[config.mk]
export PLATFORM = sky130hd
export DESIGN_NAME = v_m_c
export DESIGN_NICKNAME = d
export VERILOG_FILES = /design/src/rtl/v_m_c.sv
export SDC_FILE = /design/constraint.sdc
export NUM_CORES = 1
export LEC_CHECK = 0
export BUFFER_PORTS_ARGS = -buffer_cell sky130_fd_sc_hd__buf_2
export CORE_AREA = 10 10 47 49
export DETAILED_ROUTE_END_ITERATION = 8
export DIE_AREA = 0 0 57 59
export PLACE_DENSITY_LB_ADDON = 0.2
export SYNTH_ARGS = -nofsm -noshare
export SYNTH_HDL_FRONTEND = slang
export SYNTH_SLANG_ARGS = --single-unit
[constraint.sdc]
create_clock -name clk -period 4.45 [get_ports clk]
set_input_delay 0.89 -clock clk [delete_from_list [all_inputs] [get_ports clk]]
set_output_delay 0.89 -clock clk [all_outputs]
set_load 0.02 [all_outputs]
[src/rtl/v_m_c.sv]
// v_m_c: single-product vending machine controller (Rs 1/2/5/10 coins).
// Optional idle-refund timeout enabled by defining VMC_TIMEOUT_EN.
module v_m_c #(
    parameter int unsigned PRICE          = 5,
    parameter int unsigned TIMEOUT_CYCLES = 16
) (
    input  logic       clk,
    input  logic       rst,
    input  logic       Coin_01Rs,
    input  logic       Coin_02Rs,
    input  logic       Coin_05Rs,
    input  logic       Coin_10Rs,
    output logic [3:0] Change,
    output logic       Choco
);

    localparam logic [4:0] LP_PRICE = 5'(PRICE);

    logic [3:0] r_credit;
    logic [3:0] r_change;
    logic       r_choco;

    logic       w_accept;
    logic [4:0] w_value;
    logic [4:0] w_total;
    logic       w_dispense;
    logic [3:0] w_excess;
    logic       w_expire;

    // Pick the single highest-value coin; an unknown input never qualifies.
    always_comb begin
        w_accept = 1'b1;
        w_value  = 5'd0;
        if (Coin_10Rs == 1'b1) begin
            w_value = 5'd10;
        end else if (Coin_05Rs == 1'b1) begin
            w_value = 5'd5;
        end else if (Coin_02Rs == 1'b1) begin
            w_value = 5'd2;
        end else if (Coin_01Rs == 1'b1) begin
            w_value = 5'd1;
        end else begin
            w_accept = 1'b0;
        end
    end

    assign w_total    = {1'b0, r_credit} + w_value;
    assign w_dispense = w_accept && (w_total >= LP_PRICE);
    assign w_excess   = 4'(w_total - LP_PRICE);

`ifdef VMC_TIMEOUT_EN
    localparam int unsigned LP_CW = $clog2(TIMEOUT_CYCLES + 1);
    localparam logic [LP_CW-1:0] LP_TO = LP_CW'(TIMEOUT_CYCLES);

    logic [LP_CW-1:0] r_idle;

    assign w_expire = (r_credit != 4'd0) && (r_idle == LP_TO);

    // Count idle cycles while credit is pending; any coin or refund restarts it.
    always_ff @(posedge clk) begin
        if (rst) begin
            r_idle <= '0;
        end else if (w_accept || r_credit == 4'd0 || w_expire) begin
            r_idle <= '0;
        end else begin
            r_idle <= r_idle + 1'b1;
        end
    end
`else
    assign w_expire = 1'b0;
`endif

    // Credit accumulation, dispense and change/refund outputs.
    always_ff @(posedge clk) begin
        if (rst) begin
            r_credit <= 4'd0;
            r_choco  <= 1'b0;
            r_change <= 4'd0;
        end else begin
            r_choco  <= 1'b0;
            r_change <= 4'd0;
            if (w_dispense) begin
                r_choco  <= 1'b1;
                r_change <= w_excess;
                r_credit <= 4'd0;
            end else if (w_accept) begin
                r_credit <= w_total[3:0];
            end else if (w_expire) begin
                r_change <= r_credit;
                r_credit <= 4'd0;
            end
        end
    end

    assign Choco  = r_choco;
    assign Change = r_change;

endmodule

==> results of run 1 <==
layout make-up:
type,count,area (sq um),share of cell area [%]
Sequential cell,9,180.2,28.92
Clock inverter,1,5.005,0.8032
Multi-Input combinational cell,38,334.1,53.61
Inverter,3,11.26,1.807
Timing Repair Buffer,10,50.05,8.032
Clock buffer,3,22.52,3.614
Tap cell,16,20.02,3.213
state kept, by name (all words and copies together), names as in the netlist:
register and count:
r_credit 4, Choco 1, Change 4
power by group through the flow:
stage | sequential (uW) | clock [uW] | combinational, uW
2_1_floorplan | 102 | 0 | 40.5
3_3_place_gp | 93.6 | 0 | 65.6
3_5_place_dp | 93.6 | 0 | 66.7
4_1_cts | 92.0 | 65.5 | 67.0
5_1_grt | 92.8 | 70.7 | 74.8
6_report | 91.7 | 62.8 | 65.5
cells in the final DEF (no fill, tap or decap), drive strengths merged, types with 2 or more instances in the layout:
cell,Yosys,layout
a32o,3,3
o21ai,2,2
a21oi,2,2
nor3b,2,2
ha,6,6
nor2,2,2
inv,3,3
a21o,5,5
or3,2,2
nor3,3,3
dfxtp,9,9
clkbuf,0,3
buf,0,10
xor2,2,2
synth_stat cells:
cell type / number / area [sq um]
dfxtp_1: 9 / 180.2
ha_1: 6 / 75.07
a21o_1: 4 / 30.03
a32o_1: 3 / 30.03
inv_1: 3 / 11.26
nor3_1: 3 / 15.01
a21oi_1: 2 / 10.01
nor2_1: 2 / 7.510
nor3b_1: 2 / 15.01
xor2_1: 2 / 17.52
a21boi_0: 1 / 7.510
a21o_2: 1 / 8.760
a221oi_4: 1 / 26.28
a22oi_1: 1 / 7.510
a31oi_1: 1 / 6.260
and2_1: 1 / 6.260
and3_4: 1 / 11.26
fa_1: 1 / 20.02
nand2b_1: 1 / 6.260
nand4_1: 1 / 6.260
o21ai_0: 1 / 5.000
o21ai_1: 1 / 5.000
or3_1: 1 / 6.260
or3_4: 1 / 11.26
through the flow:
step | utilization, % | worst slack, ns | instance area, sq um
global route | 44.46 | 1.284 | 623.1
global placement | 42.50 | 1.161 | 595.6
detailed placement | 42.50 | 1.122 | 595.6
finish | 44.46 | 1.410 | 623.1
CTS | 44.46 | 1.399 | 623.1
floorplan | - | 1.454 | 525.5
logic make-up (layout without fill, tap and decap cells):
kind of cell,count (synthesis),after routing,share of synthesized area (%)
buf+inv,3,17,2.143
simple gates,13,13,16.19
compound gates,16,16,25.95
flops,9,9,34.29
xor+xnor,2,2,3.334
fa+ha+maj,7,7,18.10
worst min-delay path by stage:
| stage | startpoint | to | slack [ns] |
|---|---|---|---|
| after floorplan | r_credit[3] | r_credit[3] | 0.43 |
| after global placement | r_credit[3] | r_credit[3] | 0.47 |
| after detailed placement | r_credit[3] | r_credit[3] | 0.47 |
| after CTS | r_credit[3] | r_credit[3] | 0.49 |
| after global routing | r_credit[3] | r_credit[3] | 0.50 |
| final | r_credit[3] | r_credit[3] | 0.48 |
critical path: cells and delay by family:
family	cells	cell delay [ns]
buf+inv	3	0.30
simple gates	1	0.35
fa+ha+maj	3	0.97
compound gates	3	0.71
layer usage:
| layer | vias up | global-route usage [%] | routed length, um |
|---|---|---|---|
| met3 | 0 | 5.365 | 106 |
| met4 | 0 | 1.007 | 0 |
| li1 | 217 | - | - |
| met5 | - | 0 | 0 |
| met1 | 188 | 7.314 | 428 |
| met2 | 15 | 11.94 | 503 |
==> results.tsv, run 1 <==
metric	value	unit
Mean Syn Cell Area	10.51	sq um
clk sinks	9	
RR Endpoint	r_credit[1]	
pin count of the biggest net entering global routing	8	
Clock transition at path regs	0.06	ns
via count	420	
vias in the first global route	440	
reg2reg setup slack	2.01	ns
Hold-fix buffers, CTS	0	
Mapped Area	525.5	sq um
Total Power	220.0	uW
clk buf depth	2	
clk_lat worst skew	0.26	ns
min cycle time layout	3.040	ns
antenna violations before repair	0	
reg-to-reg critical path startpoint	r_credit[0]	
worst-path fanout max	7	
height of the die	59	um
CTS buffer count	3	
gr ovfl total	0	
setup_tns	0	ns
endpoints failing setup	0	
Die Width	57	um
1st-iter DRT viols	6	
Clk pwr share	28.5	%
DRC	0	
Tightest Pin Transition	0.5468	ns
full die area	0.003363	sq mm
Setup crit end kind	flop	
max_slew headroom	63.42	%
H-tree levels	1	
part of the power in combinational logic	29.8	%
critical path cell sequence	buf_2 > inv_1 > a21oi_1 > ha_1 > fa_1 > inv_1 > ha_1 > or3_1 > a221oi_4 > a32o_1	
Root Buffer	clkbuf_4	
cells on worst reg2reg path	7	
Post-Layout Cell Count	80	
Post-CTS Setup Inserts	0	
Power Density	353.1	mW/mm^2
drt pass-1 iters	4	
post-placement cell count	76	
Syn Inst Count	50	
RSZ-0062 raised after global routing	no	
register area share after synthesis	34.29	%
kind of critical path	in -> reg	
row count	14	
first-pass GRT wire length	1.925	mm
Inserted Diodes	0	
Critical Path Max Stage Delay	0.55	ns
starting density of the core	37.50	%
switching pwr	71.28	uW
# Max-Cap Violations	0	
Total GRT Usage	7.199	%
I/O Buffers	10	
Int Pwr	148.7	uW
Sw Ratio	32.40	%
Seq pwr share	41.7	%
Setup crit start kind	input pin	
Core Footprint	0.001401	sq mm
Via-to-Cell Ratio	5.250	
peak supply drop	0.2228	mV
status	completed	
# IOs	11	
Total Wirelength	1.037	mm
Net Count, Synth	63	
gpl congestion	0.7113	
DP HPWL	848.4	um
NumNets Final	78	
period utilisation layout	68.31	%
Slowest cell on crit path	fa_1	
hold-critical path depth	1	
Final Hold Fails	0	
hold slack	0.4827	ns
critical path data arrival time	3.25	ns
Final Max Tran Viols	0	
fmax	0.3290	GHz
CTS tree	yes	
Area Overhead vs Synth	18.57	%
antenna-violating nets left	0	
CP endpoint	r_credit[1]	
Setup crit start	Coin_05Rs	
PostCTS Resize Cnt	0	
Filler Cells Inserted	150	
#FFs+latches synth	9	
share of layout cells above drive strength 1	28.13	%
WL/cell	12.96	um
Netlist cell types	24	
Worst EP required	4.66	ns
yosys warns	0	
hold crit path type	reg -> reg	
Leak	0.0003196	uW
Setup Skew	0.004476	ns
No activity file was read; power rests on OpenSTA's default activity.
==> inputs of run 2 (changes only) <==
==> constraint.sdc (replaced) <==
create_clock -name clk -period 3.15 [get_ports clk]
set_input_delay 0.63 -clock clk [delete_from_list [all_inputs] [get_ports clk]]
set_output_delay 0.63 -clock clk [all_outputs]
set_load 0.02 [all_outputs]
==> run 2 against run 1 <==
First-iteration DRC count fell by 33%. Design area is 1.2% higher. Sequential share of layout area decreased by 0.34 points. Combinational power is 47% higher. Critical endpoint is now r_credit[0]. Register-to-register slack got worse by 1.3 ns. Die area did not move.
==> results.tsv, run 2 (synthesis results as in run 1) <==
metric	value	unit	change
PostCTS Resize Cnt	0		unchanged
gr ovfl total	0		unchanged
fmax	0.3632	GHz	
Slowest cell on crit path	fa_1		
clk_lat worst skew	0.26	ns	about the same
most frequent cells in the layout	buf_2, dfxtp_1, ha_1		
Via-to-Cell Ratio	5.099		-2.9%
min cycle time layout	2.753	ns	
Post-CTS Setup Inserts	0		unchanged
antenna-violating nets left	0		unchanged
critical path cell sequence	buf_2 > inv_1 > a21oi_1 > ha_1 > fa_1 > inv_1 > ha_1 > or3_1 > a221oi_4 > a32o_1		
clk buf depth	2		unchanged
DRC	0		unchanged
Setup Skew	0.001875	ns	-0.002601 ns
Setup crit start kind	input pin		
Leak	0.0003246	uW	+1.6%
worst-path fanout max	7		unchanged
Final Max Tran Viols	0		unchanged
Area Overhead vs Synth	20.00	%	
antenna violations before repair	0		unchanged
hold crit path type	reg -> reg		
Critical Path Max Stage Delay	0.55	ns	about the same
reg2reg setup slack	0.74	ns	-1.27 ns
via count	413		-1.7%
Multi-input gate area	334.1	sq um	unchanged
1st-iter DRT viols	4		-2
Root Buffer	clkbuf_4		
# Max-Cap Violations	0		unchanged
full die area	0.003363	sq mm	unchanged
Tightest Pin Transition	0.4400	ns	-0.1069 ns
CTS buffer count	3		unchanged
row count	14		unchanged
Die Width	57	um	unchanged
most common cell after layout, fill and taps aside	buf_2		
CP bufs+invs	3		unchanged
pre-CTS WS	0.1250	ns	-0.9974 ns
Total GRT Usage	6.805	%	-0.39 points
endpoints failing setup	0		unchanged
Filler Cells Inserted	147		-2.0%
Core Footprint	0.001401	sq mm	unchanged
crit-path leading delay family	adder cells		
share of layout cells above drive strength 1	29.23	%	+1.1 points
Final Hold Fails	0		unchanged
pin count of the biggest net entering global routing	8		unchanged
drt pass-1 iters	2		-2
Total Wirelength	1.035	mm	-0.19%
Hold-fix buffers, CTS	0		unchanged
status	completed		
post-layout util	45.00	%	+0.54 points
height of the die	59	um	unchanged
peak supply drop	0.2689	mV	+21%
kind of critical path	in -> reg		
Worst Setup Slack, final	0.3970	ns	-1.013 ns
Worst EP required	3.36	ns	-1.30 ns
# IOs	11		unchanged
period utilisation layout	87.40	%	
RSZ-0062 raised after global routing	no		
first-pass GRT wire length	1.794	mm	-6.8%
clk sinks	9		unchanged
Setup crit end kind	flop		
CTS tree	yes		
starting density of the core	37.50	%	unchanged
setup_tns	0	ns	unchanged
gpl congestion	0.7058		-0.77%
NumNets Final	79		+1.3%
vias in the first global route	438		-0.45%
I/O Buffers	10		unchanged
Power Density	500.3	mW/mm^2	+42%
H-tree levels	1		unchanged
critical path data arrival time	2.96	ns	-0.29 ns
WL/cell	12.78	um	-1.4%
register area	180.2	sq um	unchanged
DP HPWL	828	um	-2.4%
Clock transition at path regs	0.06	ns	about the same
max_slew headroom	70.61	%	+7.2 points
Inserted Diodes	0		unchanged
[run 2: changes by cell type in the layout (fill, tap and decap cells not counted), sizes merged]
cell / delta
buf: +1
[run 2: layout make-up]
class / count / share of cell area (%)
Clock buffer: 3 / 3.571
Clock inverter: 1 / 0.7937
Sequential cell: 9 / 28.57
Inverter: 3 / 1.786
Multi-Input combinational cell: 38 / 52.98
Timing Repair Buffer: 11 / 9.127
Tap cell: 16 / 3.175
[run 2: stage by stage]
stage / cell area (sq um) / std cells / hold WS (ns) / total power [uW]
floorplan: 525.5 / 50 / 0.4340 / 200.7
global placement: 603.1 / 77 / 0.4784 / 229.0
detailed placement: 603.1 / 77 / 0.4781 / 229.3
CTS: 630.6 / 81 / 0.4939 / 320.6
global route: 630.6 / 81 / 0.5069 / 337.7
finish: 630.6 / 81 / 0.4784 / 315.5
[run 2: final timing paths]
| kind | from | endpoint | cells past startpoint |
|---|---|---|---|
| worst max register to register | r_credit[0] | r_credit[0] | 7 |
| worst min register to register | r_credit[3] | r_credit[3] | 1 |
| worst max-delay path | Coin_05Rs | r_credit[0] | 10 |
| worst min-delay path | r_credit[3] | r_credit[3] | 1 |
[run 2: power breakdown]
| group | internal, uW | switching [uW] | total [uW] |
|---|---|---|---|
| Combinational | 40.9 | 55.4 | 96.3 |
| Clock | 46.9 | 42.4 | 89.4 |
| Sequential | 126 | 4.31 | 130 |
| Total | 213 | 102 | 315 |
[run 2: routing by layer]
layer | wire length (um) | GRT usage [%]
met1 | 465 | 7.066
met3 | 81 | 5.150
met2 | 488 | 10.54
met4 | 0 | 2.013
met5 | 0 | 0
==> inputs of run 3 (changes only) <==
--- a/config.mk
+++ b/config.mk
@@ -5,11 +5,12 @@
 export SDC_FILE = /design/constraint.sdc
 export NUM_CORES = 1
 export LEC_CHECK = 0
-export BUFFER_PORTS_ARGS = -buffer_cell sky130_fd_sc_hd__buf_2
 export CORE_AREA = 10 10 47 49
 export DETAILED_ROUTE_END_ITERATION = 8
 export DIE_AREA = 0 0 57 59
+export DONT_BUFFER_PORTS = 1
 export PLACE_DENSITY_LB_ADDON = 0.2
+export RECOVER_POWER = 25
 export SYNTH_ARGS = -nofsm -noshare
 export SYNTH_HDL_FRONTEND = slang
 export SYNTH_SLANG_ARGS = --single-unit
==> run 3 against run 2 <==
Sequential share of layout area is 2.9 points higher. Sequential cell count is the same. Highest routed layer is now met4. Critical path type unchanged. First-iteration DRC count up 50%. Combinational power down 29%. Die area unchanged.
==> results.tsv, run 3 (synthesis results as in run 1) <==
metric	value	unit	change
status	completed		
Inserted Diodes	0		unchanged
kind of critical path	in -> reg		
via count	381		-7.7%
gr ovfl total	0		unchanged
Leak	0.0002751	uW	-15%
period utilisation layout	83.28	%	-4.1 points
share of layout cells above drive strength 1	14.81	%	-14 points
Via-to-Cell Ratio	5.443		+6.7%
worst-path fanout max	7		unchanged
H-tree levels	1		unchanged
clk_lat worst skew	0.26	ns	about the same
endpoints failing setup	0		unchanged
Post-Layout Cell Count	70		-14%
CTS tree	yes		
Final Max Tran Viols	0		unchanged
clk buf depth	2		unchanged
DP HPWL	787	um	-5.0%
most frequent cells in the layout	dfxtp_1, ha_1, a21o_1		
setup_tns	0	ns	unchanged
Root Buffer	clkbuf_4		
gpl congestion	0.7582		+7.4%
PostCTS Resize Cnt	0		unchanged
critical path data arrival time	2.83	ns	-0.13 ns
antenna violations before repair	0		unchanged
antenna-violating nets left	0		unchanged
Clock transition at path regs	0.06	ns	about the same
RSZ-0062 raised after global routing	no		
Setup Skew	0.005412	ns	+0.003536 ns
hold-critical path depth	1		unchanged
Final Hold Fails	0		unchanged
DRC	0		unchanged
fmax	0.3812	GHz	+4.9%
height of the die	59	um	unchanged
# IOs	11		unchanged
WL/cell	13.86	um	+8.4%
Die Width	57	um	unchanged
post-placement cell count	66		-14%
starting density of the core	37.50	%	unchanged
Tightest Pin Transition	0.5352	ns	+0.09525 ns
clk sinks	9		unchanged
hold slack	0.4891	ns	+0.01068 ns
Area Overhead vs Synth	9.048	%	
pin count of the biggest net entering global routing	8		unchanged
NumNets Final	68		-14%
vias in the first global route	383		-13%
Power Density	519.5	mW/mm^2	+3.8%
CTS buffer count	3		unchanged
min cycle time layout	2.623	ns	-0.1295 ns
cells on worst reg2reg path	7		unchanged
peak supply drop	0.2501	mV	-7.0%
most common cell after layout, fill and taps aside	dfxtp_1		
Setup crit end kind	flop		
Core Footprint	0.001401	sq mm	unchanged
Total GRT Usage	6.231	%	-0.57 points
hold crit path type	reg -> reg		
Total Power	297.7	uW	-5.6%
Hold-fix buffers, CTS	0		unchanged
Total Wirelength	970	um	-6.3%
# Max-Cap Violations	0		unchanged
Worst EP required	3.36	ns	about the same
1st-iter DRT viols	6		+2
max_slew headroom	64.20	%	-6.4 points
I/O Buffers	0		-10
drt pass-1 iters	2		unchanged
full die area	0.003363	sq mm	unchanged
Setup crit start kind	input pin		
Post-CTS Setup Inserts	0		unchanged
row count	14		unchanged
first-pass GRT wire length	1.621	mm	-9.6%
[run 3: changes by cell type in the layout (fill, tap and decap cells not counted)]
cell	change
buf_2	-10
buf_4	-1
[run 3: critical path, cell delays in order]
cell and delay, ns:
inv_1 0.10, a21oi_1 0.08, ha_1 0.21, fa_1 0.54, inv_1 0.09, ha_1 0.20
or3_1 0.35, a221oi_4 0.41, a32o_1 0.22
[run 3: power breakdown]
group	switching [uW]	total (uW)	leakage, uW	internal (uW)
clock network	40.6	87.4	0.0000177	46.8
logic	37.8	67.9	0.000183	30.1
registers	16.5	142	0.0000739	126
[run 3: final timing paths]
kind / start / to / slack (ns)
min reg2reg: r_credit[3] / r_credit[3] / 0.49
min: r_credit[3] / r_credit[3] / 0.49
max: Coin_05Rs / r_credit[0] / 0.53
max reg2reg: r_credit[0] / r_credit[0] / 0.74
[run 3: layer usage]
layer	track usage, %	vias to the layer above	routed length, um
met4	2.013	0	4
met2	8.837	12	411
met3	5.794	2	113
met5	0	-	0
met1	6.436	167	441
li1	-	200	-
[run 3: final cells by class]
type / count / area (sq um)
fill: 151 / 828.3
inverter: 3 / 11.26
clock inverter: 1 / 5.005
tap: 16 / 20.02
clock buffer: 3 / 22.52
multi-input combinational: 38 / 334.1
sequential: 9 / 180.2
[run 3: metrics by stage]
stage | setup WS [ns] | cell area, sq um | utilization (%)
3_3_place_gp | 0.2620 | 545.5 | 38.93
2_1_floorplan | 0.4137 | 525.5 | -
3_5_place_dp | 0.2403 | 545.5 | 38.93
5_1_grt | 0.3937 | 573.1 | 40.89
6_report | 0.5265 | 573.1 | 40.89
4_1_cts | 0.5219 | 573.1 | 40.89
